File: src/rtl/programmable_clk_divider.sv
// Run-time programmable divider: emits a one-cycle tick and a 50% duty clk_low,
// with divisor changes deferred to a period boundary, a hold cycle or a phase restart.
module programmable_clk_divider #(
    parameter int                   DIV_WIDTH   = 20,
    parameter logic [DIV_WIDTH-1:0] DEFAULT_DIV = 20'hFFFFF
) (
    input  logic                 clk_high,
    input  logic                 reset,
    input  logic                 enable,
    input  logic                 sync_clear,
    input  logic [DIV_WIDTH-1:0] div_value,
    input  logic                 div_load,
    output logic                 div_ack,
    output logic                 tick,
    output logic                 clk_low,
    output logic [DIV_WIDTH-1:0] div_active
);

    localparam logic [0:0] ST_RUN  = 1'b0;
    localparam logic [0:0] ST_HOLD = 1'b1;

    logic [0:0]           state;
    logic [DIV_WIDTH-1:0] counter;
    logic [DIV_WIDTH-1:0] pending_div;
    logic                 pending;
    logic                 terminal;
    logic                 apply_point;
    logic                 apply;

    // The mode follows enable in the same cycle, so a hold freezes the very next edge.
    always_comb begin
        state       = enable ? ST_RUN : ST_HOLD;
        terminal    = (counter >= div_active);
        apply_point = sync_clear || (state == ST_HOLD) || terminal;
        apply       = apply_point && pending;
    end

    always_ff @(posedge clk_high) begin
        if (reset) begin
            counter <= '0;
            clk_low <= 1'b1;
            tick    <= 1'b0;
        end else if (sync_clear) begin
            counter <= '0;
            clk_low <= 1'b1;
            tick    <= 1'b0;
        end else if (state == ST_RUN) begin
            if (terminal) begin
                counter <= '0;
                clk_low <= ~clk_low;
                tick    <= 1'b1;
            end else begin
                counter <= counter + DIV_WIDTH'(1);
                tick    <= 1'b0;
            end
        end else begin
            tick <= 1'b0;
        end
    end

    // A load on an apply edge only refills pending; the old pending value still applies.
    always_ff @(posedge clk_high) begin
        if (reset) begin
            div_active  <= DEFAULT_DIV;
            pending_div <= DEFAULT_DIV;
            pending     <= 1'b0;
            div_ack     <= 1'b0;
        end else begin
            div_ack <= apply;
            if (apply) begin
                div_active <= pending_div;
            end
            if (div_load) begin
                pending_div <= div_value;
                pending     <= 1'b1;
            end else if (apply) begin
                pending <= 1'b0;
            end
        end
    end

endmodule

File: config.mk
export PLATFORM = sky130hd
export DESIGN_NAME = programmable_clk_divider
export DESIGN_NICKNAME = d
export VERILOG_FILES = /design/src/rtl/programmable_clk_divider.sv
export SDC_FILE = /design/constraint.sdc
export NUM_CORES = 1
export LEC_CHECK = 0
export CORE_MARGIN = 4
export CORE_UTILIZATION = 30
export CTS_CLUSTER_DIAMETER = 30
export DETAILED_ROUTE_END_ITERATION = 10
export RECOVER_POWER = 25
export SLEW_MARGIN = 20
export SYNTH_ARGS = -nofsm -noshare
export SYNTH_HDL_FRONTEND = slang
export SYNTH_SLANG_ARGS = --single-unit
File: constraint.sdc
create_clock -name clk_high -period 4.55 [get_ports clk_high]
set_input_delay 0.91 -clock clk_high [delete_from_list [all_inputs] [get_ports clk_high]]
set_output_delay 0.91 -clock clk_high [all_outputs]
set_load 0.005 [all_outputs]
==> results.json <==
{
  "cts_root_buf": "clkbuf_8",
  "fp-row-count": 35,
  "grt_overflow_total": 0,
  "synth_edf_count": 0,
  "end_kind": "flip-flop",
  "firstDrtPassIters": 4,
  "worstSetupPathType": "reg2reg",
  "tns_ns": 0,
  "crit_path_max_incr_delay_ns": 0.48,
  "holdPathEnd": "pending_div[7]",
  "final_cells": 493,
  "dp.cells": 477,
  "h-tree-depth": 3,
  "worst-r2r-cell-count": 8,
  "drt_iter0_drc": 66,
  "grt_pass1_wl_um": 10800,
  "ys.flop_type": "dfxtp_1",
  "cellLeakagePower_nw": 1.65,
  "skew_ns": 0.00696,
  "ir_worst_vdd_v": 0.000162,
  "cp_max_fo": 23,
  "cts-buffers-inserted": 9,
  "antenna_left": 0,
  "numPortBuffers": 47,
  "clk_pin_slew_ns": 0.07,
  "slew_headroom_pct": 22.7,
  "start_kind": "flip-flop",
  "antenna_found_initial": 0,
  "die_area_sq_um": 11400,
  "clock_path_buffers": 2,
  "routabilityCongestion": 0.775,
  "synth_top_area_share_pct": 44.0,
  "hold_viol": 0,
  "worstHoldPathCells": 2,
  "viasPerCell": 4.54,
  "startpoint": "div_active[19]",
  "synth.distinct_cells": 37,
  "syn_inst": 314,
  "hpwl_um": 4820,
  "grt_max_degree": 41,
  "grt_usage_pct": 11.9,
  "r2r_slack_ns": 1.95,
  "cts_resized": 0,
  "post_cts_buffers": 0,
  "post-place-ws_ns": 1.69,
  "cap_viol_max_count": 0,
  "cts-hold-fix-buffers": 0,
  "coreArea_sq_um": 9330,
  "min_from": "pending_div[7]",
  "tritoncts": "yes",
  "regToRegStartpoint": "div_active[19]",
  "drc": 0,
  "worst_slack_ns": 1.95,
  "synth-seq-cells": 64,
  "crit_top_cell": "nand4_1",
  "synth_area_sq_um": 2910,
  "drive_gt1_share_pct": 5.77,
  "ios": 48,
  "n_antenna_cell": 0,
  "slowest_stage": "o2111a_2",
  "worst_hold_slack_ns": 0.473,
  "critPathBufInv": 1,
  "holdCritPathClass": "reg2reg",
  "routed_wl_um": 6440,
  "fmax_mhz": 384,
  "rsz0062_at_grt": "false",
  "numClockSinks": 64,
  "async_flop_share_pct": 0,
  "finalSetupViolations": 0,
  "wl_per_cell_um": 13.1,
  "crit_family": "simple AND/OR/NAND/NOR gates",
  "yosys-top-cells-area": "dfxtp_1, ha_1, mux2i_1",
  "r2r-end": "div_active[14]",
  "period_minus_slack_ns": 2.60,
  "die_w_um": 107,
  "finalCritPeriodShare_pct": 57.2,
  "synth_top_area_cell": "dfxtp_1",
  "nets": 405,
  "worst_pin_slew_ns": 1.16,
  "ys_top_cells_by_count": "dfxtp_1, nand2_1, nor2_1, inv_1, ha_1",
  "post-synth-top-count-cell": "dfxtp_1",
  "ys.warnings.count": 0,
  "required_ns": 4.70,
  "slew_violations": 0,
  "clk_latency_ns": 0.34,
  "power_density_nw_per_um2": 326,
  "chipHeight_um": 107,
  "synth-seq-area-share_pct": 44.0,
  "synth_area_per_cell_sq_um": 9.28,
  "initial_utilization_pct": 31.2,
  "syn2layout_area_growth_pct": 25.9,
  "status": "completed",
  "crit_chain": "inv_1 -> ha_1 -> nand4_1 -> nor4_2 -> nand4_1 -> o2111a_2 -> nor2_8 -> o221ai_1",
  "vias": 2240,
  "syn-num-nets": 360,
  "fillers": 955,
  "critPathArrivalTime_ns": 2.75,
  "grt_pass1_vias": 2199
}
==> flip-flops by register name, summed over array words and instances, names as in the netlist <==
name	count
pending_div	20
counter	20
div_ack	1
clk_low	1
div_active	20
tick	1
pending	1
==> worst max path at each step <==
stage               cells past startpoint        endpoint
finish                                  8  div_active[14]
floorplan                               7     counter[19]
CTS                                     8  div_active[14]
detailed placement                      6   div_active[7]
global placement                        6  div_active[15]
global route                            8  div_active[14]
==> routing by layer <==
layer,part of all wire [%],up-vias,track usage [%]
met3,2.8,10,2.31
met1,51,1016,16.7
met2,44,30,17.6
met5,0,-,0
met4,1.9,0,5.48
li1,-,1184,-
==> tightest hold or removal path, stage by stage (launching register included) <==
cell,delay (ns)
dfxtp_1,0.33
mux2i_1,0.06
nand2_1,0.06
==> cells by family (layout without fill, tap and decap cells) <==
| kind of cell | count (synthesis) | in the layout | synth area share (%) |
|---|---|---|---|
| compound gates | 44 | 44 | 11.9 |
| xor+xnor | 19 | 19 | 5.71 |
| fa+ha+maj | 21 | 21 | 9.02 |
| buf+inv | 37 | 87 | 5.37 |
| flops | 64 | 64 | 44.0 |
| mux | 20 | 20 | 6.87 |
| simple gates | 109 | 109 | 17.2 |
==> report_power, final <==
part	switching, W	internal (W)	total, W
clock	0.000217	0.000251	0.000469
sequential	0.0000180	0.000584	0.000602
combinational	0.0000569	0.0000671	0.000124
total	0.000292	0.000902	0.00119
==> cell usage in the layout, fill, tap and decap left out, drive strengths merged, types with 15 or more instances in the layout <==
master	count
o221ai	19
nor2	26
clkdlybuf4s50	45
ha	21
dfxtp	64
mux2i	20
inv	24
xor2	15
nand2	50
==> through the flow <==
| stage | utilization (%) | instance area [sq um] | power, W |
|---|---|---|---|
| after global placement | 37.3 | 3480 | 0.000738 |
| after global routing | 39.3 | 3670 | 0.00125 |
| final | 39.3 | 3670 | 0.00119 |
| after detailed placement | 37.3 | 3480 | 0.000741 |
| after CTS | 39.3 | 3670 | 0.00121 |
| after floorplan | - | 2910 | 0.000678 |
==> final cells by class <==
type,count,area [sq um],area share (%)
inverter,23,86.3,2.35
multi-input combinational,213,1480,40.2
clock buffer,10,128,3.48
sequential,64,1280,34.9
timing repair buffer,48,478,13.0
clock inverter,6,58.8,1.60
tap,129,161,4.40
(Power assumes the default switching activity.)
